===== src/rtl/load_store_unit.sv =====
// Data-memory initiator: one load/store at a time, word-aligned requests with byte enables.
// Define LSU_TIMEOUT_EN to abort loads whose read data never arrives.
module load_store_unit #(
  parameter int ADDR_W         = 32,
  parameter int TIMEOUT_CYCLES = 256
) (
  input  logic              clk,
  input  logic              rst_n,
  input  logic              req_valid,
  output logic              req_ready,
  input  logic              req_we,
  input  logic [1:0]        req_size,
  input  logic              req_unsigned,
  input  logic [ADDR_W-1:0] req_addr,
  input  logic [31:0]       req_wdata,
  output logic              resp_valid,
  output logic [31:0]       resp_rdata,
  output logic              resp_err,
  output logic              mem_req,
  output logic              mem_we,
  output logic [3:0]        mem_be,
  output logic [ADDR_W-1:0] mem_addr,
  output logic [31:0]       mem_wdata,
  input  logic              mem_gnt,
  input  logic              mem_rvalid,
  input  logic [31:0]       mem_rdata,
  output logic [1:0]        dbg_state_o
);

  localparam logic [1:0] S_IDLE   = 2'd0;
  localparam logic [1:0] S_REQ    = 2'd1;
  localparam logic [1:0] S_WAIT_R = 2'd2;
  localparam logic [1:0] S_RESP   = 2'd3;

  // Handshake: a request is taken in any cycle where req_valid and req_ready are both
  // high at the rising edge; req_ready is high only in IDLE. The memory side holds
  // mem_req and its fields until a cycle with mem_gnt; resp_valid is never back-pressured.

  logic [1:0]        state_q, state_d;
  logic              req_ready_q, req_ready_d;
  logic              resp_valid_q, resp_valid_d;
  logic              resp_err_q, resp_err_d;
  logic [31:0]       resp_rdata_q, resp_rdata_d;
  logic              mem_req_q, mem_req_d;
  logic              mem_we_q, mem_we_d;
  logic [3:0]        mem_be_q, mem_be_d;
  logic [ADDR_W-1:0] mem_addr_q, mem_addr_d;
  logic [31:0]       mem_wdata_q, mem_wdata_d;
  logic [1:0]        size_q, size_d;
  logic              uns_q, uns_d;
  logic [1:0]        off_q, off_d;

  logic        accept;
  logic        bad_access;
  logic        timeout_hit;
  logic [31:0] lane;
  logic [31:0] load_ext;

  assign accept     = req_valid & req_ready_q;
  assign bad_access = (req_size == 2'b11)
                    | ((req_size == 2'b01) & req_addr[0])
                    | ((req_size == 2'b10) & (|req_addr[1:0]));

`ifdef LSU_TIMEOUT_EN
  localparam int CNT_W = (TIMEOUT_CYCLES > 1) ? $clog2(TIMEOUT_CYCLES) : 1;
  logic [CNT_W-1:0] cnt_q, cnt_d;

  // Counter sits at zero outside WAIT_R, so it is already clear on entry.
  assign cnt_d       = ((state_q == S_WAIT_R) && !mem_rvalid) ? cnt_q + 1'b1 : '0;
  assign timeout_hit = (state_q == S_WAIT_R) && (cnt_q == CNT_W'(TIMEOUT_CYCLES - 1));

  always_ff @(posedge clk) begin
    if (!rst_n) cnt_q <= '0;
    else        cnt_q <= cnt_d;
  end
`else
  assign timeout_hit = 1'b0;
`endif

  always_comb begin
    lane = mem_rdata >> {off_q, 3'b000};
    case (size_q)
      2'b00:   load_ext = uns_q ? {24'd0, lane[7:0]}  : {{24{lane[7]}}, lane[7:0]};
      2'b01:   load_ext = uns_q ? {16'd0, lane[15:0]} : {{16{lane[15]}}, lane[15:0]};
      default: load_ext = lane;
    endcase
  end

  always_comb begin
    state_d      = state_q;
    mem_we_d     = mem_we_q;
    mem_be_d     = mem_be_q;
    mem_addr_d   = mem_addr_q;
    mem_wdata_d  = mem_wdata_q;
    size_d       = size_q;
    uns_d        = uns_q;
    off_d        = off_q;
    resp_err_d   = 1'b0;
    resp_rdata_d = 32'd0;

    case (state_q)
      S_IDLE: begin
        if (accept) begin
          size_d = req_size;
          uns_d  = req_unsigned;
          off_d  = req_addr[1:0];
          if (bad_access) begin
            state_d    = S_RESP;
            resp_err_d = 1'b1;
          end else begin
            state_d    = S_REQ;
            mem_we_d   = req_we;
            mem_addr_d = {req_addr[ADDR_W-1:2], 2'b00};
            case (req_size)
              2'b00: begin
                mem_be_d    = 4'b0001 << req_addr[1:0];
                mem_wdata_d = {4{req_wdata[7:0]}};
              end
              2'b01: begin
                mem_be_d    = 4'b0011 << req_addr[1:0];
                mem_wdata_d = {2{req_wdata[15:0]}};
              end
              default: begin
                mem_be_d    = 4'b1111;
                mem_wdata_d = req_wdata;
              end
            endcase
          end
        end
      end
      S_REQ: begin
        if (mem_gnt) state_d = mem_we_q ? S_RESP : S_WAIT_R;
      end
      S_WAIT_R: begin
        if (mem_rvalid) begin
          state_d      = S_RESP;
          resp_rdata_d = load_ext;
        end else if (timeout_hit) begin
          state_d    = S_RESP;
          resp_err_d = 1'b1;
        end
      end
      default: state_d = S_IDLE;
    endcase

    // Status outputs are registered straight from the next state.
    req_ready_d  = (state_d == S_IDLE);
    mem_req_d    = (state_d == S_REQ);
    resp_valid_d = (state_d == S_RESP);
  end

  always_ff @(posedge clk) begin
    if (!rst_n) begin
      state_q      <= S_IDLE;
      req_ready_q  <= 1'b1;
      resp_valid_q <= 1'b0;
      resp_err_q   <= 1'b0;
      resp_rdata_q <= 32'd0;
      mem_req_q    <= 1'b0;
      mem_we_q     <= 1'b0;
      mem_be_q     <= 4'd0;
      mem_addr_q   <= '0;
      mem_wdata_q  <= 32'd0;
      size_q       <= 2'd0;
      uns_q        <= 1'b0;
      off_q        <= 2'd0;
    end else begin
      state_q      <= state_d;
      req_ready_q  <= req_ready_d;
      resp_valid_q <= resp_valid_d;
      resp_err_q   <= resp_err_d;
      resp_rdata_q <= resp_rdata_d;
      mem_req_q    <= mem_req_d;
      mem_we_q     <= mem_we_d;
      mem_be_q     <= mem_be_d;
      mem_addr_q   <= mem_addr_d;
      mem_wdata_q  <= mem_wdata_d;
      size_q       <= size_d;
      uns_q        <= uns_d;
      off_q        <= off_d;
    end
  end

  assign req_ready   = req_ready_q;
  assign resp_valid  = resp_valid_q;
  assign resp_err    = resp_err_q;
  assign resp_rdata  = resp_rdata_q;
  assign mem_req     = mem_req_q;
  assign mem_we      = mem_we_q;
  assign mem_be      = mem_be_q;
  assign mem_addr    = mem_addr_q;
  assign mem_wdata   = mem_wdata_q;
  assign dbg_state_o = state_q;

endmodule


===== config.mk =====
export PLATFORM = sky130hd
export DESIGN_NAME = load_store_unit
export DESIGN_NICKNAME = d
export VERILOG_FILES = /design/src/rtl/load_store_unit.sv
export SDC_FILE = /design/constraint.sdc
export NUM_CORES = 1
export LEC_CHECK = 0
export CORE_ASPECT_RATIO = 1.25
export CORE_MARGIN = 2
export CORE_UTILIZATION = 42
export DETAILED_ROUTE_END_ITERATION = 6
export PLACE_DENSITY = 0.81
export RECOVER_POWER = 25
export SYNTH_ARGS = -nofsm -noshare
export SYNTH_HDL_FRONTEND = slang
export SYNTH_SLANG_ARGS = --single-unit

===== constraint.sdc =====
create_clock -name clk -period 1.8 [get_ports clk]
set_input_delay 0.18 -clock clk [delete_from_list [all_inputs] [get_ports clk]]
set_output_delay 0.18 -clock clk [all_outputs]
set_load 0.01 [all_outputs]

# After elaboration in Yosys (flattened, before gate mapping)
# Cells that the tools add are included.
# word_totals
output_inout_bits	107
word_cells	51
ff_bits	110
input_bits	105
# op_classes
eq_ne	8
bitwise_logic	6
reduce_logical	9
shifts	3
muxes	12
# op_table
op	n
$pmux 32 s2	2
$mux 32	2
$shr 32x5->32	1
$reduce_and 3->1	3
$eq 2x1->1 const B	4
$eq 2x2->1 const B	4
$logic_not 2->1	4
$mux 2	4
$pmux 4 s2	1
$pmux 2 s3	1
$shl 1x2->4 const A	1
$shl 2x2->4 const A	1
$and 1x1->1	3
$mux 1	2
$or 1x1->1	2
$reduce_and 2->1	1
$reduce_or 2->1	1
$not 1->1	1

# Longest topological paths before layout
# depth
depth_word	8
depth_mapped	7

# Worst setup path after synthesis
# Ideal clock, no wire load.
# synth_timing
kind	register to register
from	reg off_q[0]
to	reg resp_rdata_q[24], in the netlist resp_rdata[24]
arrival_time_ns	1.464
setup_time_ns	0.114
required_ns	1.686
path_slack_ns	0.222
n_path_buf	2
stages_incl_launch_ff	7
cell_sequence	dfxtp_1 -> buf_6 -> mux2_4 -> or3_1 -> and4_4 -> buf_6 -> a21o_1
# synth_between
elab_chain_cells	3
elab_cells_between_ends	4
classes_between	shift: 1; mux: 3
# synth_rtl
item	line_no	text
start: declaration	51	logic [1:0] off_q, off_d;
start signal: assignment	166	off_q <= 2'd0;
start signal: assignment	180	off_q <= off_d;
$shr 32x5->32 (*)	81	lane = mem_rdata >> {off_q, 3'b000};
$mux 32 (on tied branches)	84, 83	
$pmux 32 s2 (*)	82	case (size_q)
end signal: assignment	172	resp_rdata_q <= resp_rdata_d;
end: declaration	43	logic [31:0] resp_rdata_q, resp_rdata_d;
# Mark *: on every way between the ends. The rest lies on a longest branch, timed or not.
# A chain may end at the register's enable or synchronous reset.

# Worst setup path after layout
# layout_timing
from	reg state_q[1], in the netlist dbg_state_o[1]
to	out dbg_state_o[1]
# layout_lines
item	line_no	text
start: declaration	39	logic [1:0] state_q, state_d;
start signal: assignment	168	state_q <= state_d;
end: declaration	27	output logic [1:0] dbg_state_o
# No word-level cell between the ends.

==> results.sh <==
export IMPL_initialDrtViolationCount=182
export IMPL_gp_congestion=0.865
export IMPL_cp_max_fo=7
export IMPL_drv_cap=0
export IMPL_n_antenna_cell=0
export IMPL_area_growth_pct=54.4
export IMPL_wire_per_inst_um=16.4
export IMPL_synth_area_mm2=0.00468
export IMPL_core_area_mm2=0.0110
export IMPL_slowest_delay_ps=610
export IMPL_setup_viol=0
export IMPL_critPathKind="flip-flop to primary output"
export IMPL_use_met1=0.248
export IMPL_fin_ws_ps=158
export IMPL_worst_skew_pair_late_latency_ps=350
export IMPL_grt_pass1_wl_mm=21.9
export IMPL_ir_drop_uv=539
export IMPL_grt_overflow_total=0
export IMPL_cts_made_buffers=9
export IMPL_rsz0062_at_grt="no"
export IMPL_synth_top_area_share=0.471
export IMPL_die_area_mm2=0.0120
export IMPL_ctsLongestPathBuffers=2
export IMPL_synth_avg_cell_area_um2=8.93
export IMPL_via_per_inst=5.25
export IMPL_leakagePower_nw=3.00
export IMPL_status="complete, no violations"
export IMPL_start_util=0.426
export IMPL_drive_gt1_frac=0.0711
export IMPL_dp_slack_ps=16.5
export IMPL_synthTopCellsByArea="dfxtp_1 47%, nand2_1 11%, mux2i_1 7.1%"
export IMPL_cts_sinks=110
export IMPL_post_dp_hpwl_mm=10.7
export IMPL_post_cts_buffers=0
export IMPL_antenna_left=0
export IMPL_grt_use_total=0.230
export IMPL_cts_hold_buf=0
export IMPL_root_buffer="clkbuf_16"
export IMPL_fin_crit_ps=1640
export IMPL_fillCellCount=945
export IMPL_htree_levels=3
export IMPL_yosysSeqAreaShare=0.471
export IMPL_worstPathArrival_ps=1460
export IMPL_ys_async_sr_fraction=0
export IMPL_ctsResizeCount=0
export IMPL_worst_ep_required_time_ps=1620
export IMPL_crit_family="buffers and inverters"
export IMPL_use_met2=0.406
export IMPL_p_total_mw=6.84
export IMPL_wl_mm=14.2
export IMPL_first_pass_iters=5
export IMPL_powerDensity_mw_per_mm2=947
export IMPL_slew_headroom=0.622
export IMPL_crit_chain="clkdlybuf4s50_1"
export IMPL_clock_skew_ps=8.98
export IMPL_grt_pass1_vias=4465
export IMPL_drv_slew=0
export IMPL_hold_viol_final=0
export IMPL_antenna_found_initial=0
export IMPL_tightestPinTransition_ps=565
export IMPL_yosysUniqueCellTypes=44
export IMPL_dieWidth_um=98.4
export IMPL_multiInputGateArea_mm2=0.00225
export IMPL_slowest_stage="clkdlybuf4s50_1"
export IMPL_path_clk_slew_ps=70
export IMPL_cts_tree="yes"
export IMPL_grt_max_degree=52
export IMPL_final_seq_area_mm2=0.00220
export IMPL_synth_most_common_cell="nand2_1"
export IMPL_synth_top_area_cell="dfxtp_1"
export IMPL_drc_errors=0
export IMPL_ios=212
export IMPL_start_kind="flip-flop"
export IMPL_crit_buf_inv=1
export IMPL_numPortBuffers=209
export IMPL_synth_edf_count=0
export IMPL_finalSetupTns_ps=0
export IMPL_max_freq_ghz=0.609
export IMPL_top_usage_layer="met2"
export IMPL_rows=43
export IMPL_ys_ff_latch=110
export IMPL_yosysWarnings=0
export IMPL_endpoint_kind="primary output"
export IMPL_syn_inst=524
export IMPL_hp_class="input port to flip-flop"
export IMPL_synthTopCellsByCount="131 x nand2_1, 110 x dfxtp_1, 40 x a21boi_1"
export IMPL_die_h_um=122
export IMPL_via_count=4544
export IMPL_finalCritPeriodShare=0.912
export IMPL_grtUsageMet3=0.0711
export IMPL_ys_flop_type="dfxtp_1"
export IMPL_nNetsFinal=831
## stage by stage
| step | cell area, um2 | hold slack [ps] | util | cells |
|---|---|---|---|---|
| 2_1_floorplan | 4680 | 290 | - | 525 |
| 3_3_place_gp | 6930 | 440 | 0.631 | 850 |
| 6_report | 7220 | 180 | 0.658 | 866 |
| 3_5_place_dp | 6930 | 444 | 0.631 | 850 |
| 4_1_cts | 7230 | 164 | 0.658 | 866 |
| 5_1_grt | 7220 | 220 | 0.658 | 866 |
## layout make-up
| class | count | share of cell area |
|---|---|---|
| inverter | 2 | 0.00104 |
| multi-input combinational | 369 | 0.312 |
| sequential | 110 | 0.305 |
| clock inverter | 6 | 0.00970 |
| tap | 135 | 0.0234 |
| clock buffer | 10 | 0.0317 |
| timing repair buffer | 234 | 0.318 |
## flip-flops by register name, indices dropped and copies added (netlist names)
name,count
mem_req,1
mem_we,1
resp_valid,1
uns_q,1
off_q,2
req_ready,1
size_q,2
resp_err,1
dbg_state_o,2
mem_be,4
resp_rdata,32
mem_wdata,32
mem_addr,30
## cell usage in the layout (no fill, tap or decap), types with 2 or more instances in the layout
| master | count |
|---|---|
| a211oi_1 | 14 |
| a21boi_0 | 12 |
| a21boi_1 | 40 |
| a21o_1 | 8 |
| a21oi_1 | 10 |
| and2_1 | 8 |
| buf_12 | 2 |
| buf_4 | 19 |
| clkbuf_1 | 3 |
| clkbuf_16 | 9 |
| clkdlybuf4s50_1 | 169 |
| clkinvlp_4 | 3 |
| conb_1 | 2 |
| dfxtp_1 | 109 |
| dlygate4sd3_1 | 39 |
| inv_1 | 2 |
| mux2i_1 | 33 |
| nand2_1 | 131 |
| nand3_1 | 8 |
| nand3b_1 | 2 |
| nor2_1 | 13 |
| nor2b_1 | 12 |
| nor3_1 | 2 |
| o211a_1 | 16 |
| o21ai_0 | 34 |
| o221a_2 | 3 |
| or3_1 | 2 |
## report_power, final
group / switching [mW] / internal, mW / leakage [nW]
clock: 0.900 / 1.09 / 0.135
combinational: 0.934 / 1.04 / 1.97
sequential: 0.172 / 2.70 / 0.894
## worst paths after layout
check	from	end	slack [ps]	cells past startpoint
worst min-delay path	rst_n	dbg_state_o[0]$_SDFF_PN0_	180	3
worst max-delay path	dbg_state_o[1]$_SDFF_PN0_	dbg_state_o[1]	160	1
worst max register to register	dbg_state_o[0]$_SDFF_PN0_	mem_addr[17]$_SDFFE_PN0P_	170	5
worst min register to register	mem_wdata[25]$_SDFFE_PN0P_	mem_wdata[25]$_SDFFE_PN0P_	450	2
## cells by family (layout without fill, tap and decap cells)
logic type             Yosys count  after routing  share of synthesized area
and+or+nand+nor                189            189                      0.182
AOI/OAI and AO/OA              143            143                      0.217
DFF                            110            110                      0.471
buffers and inverters           46            252                     0.0522
muxes                           35             35                     0.0762
other                            1              2                   0.000802
## per-layer routing
metal,routed length [um],part of all wire
met5,0,0
met4,512,0.036
met3,1100,0.077
met2,7270,0.51
met1,5320,0.37
## worst reg2reg max path, delay by kind of cell, from the launching register on
family	cells	cell delay, ps
flip-flops	1	390
AND/OR/NAND/NOR	2	480
AO/OA/AOI/OAI	2	380
buffers and inverters	1	310
Note: power is estimated with default switching activity, not from simulation.
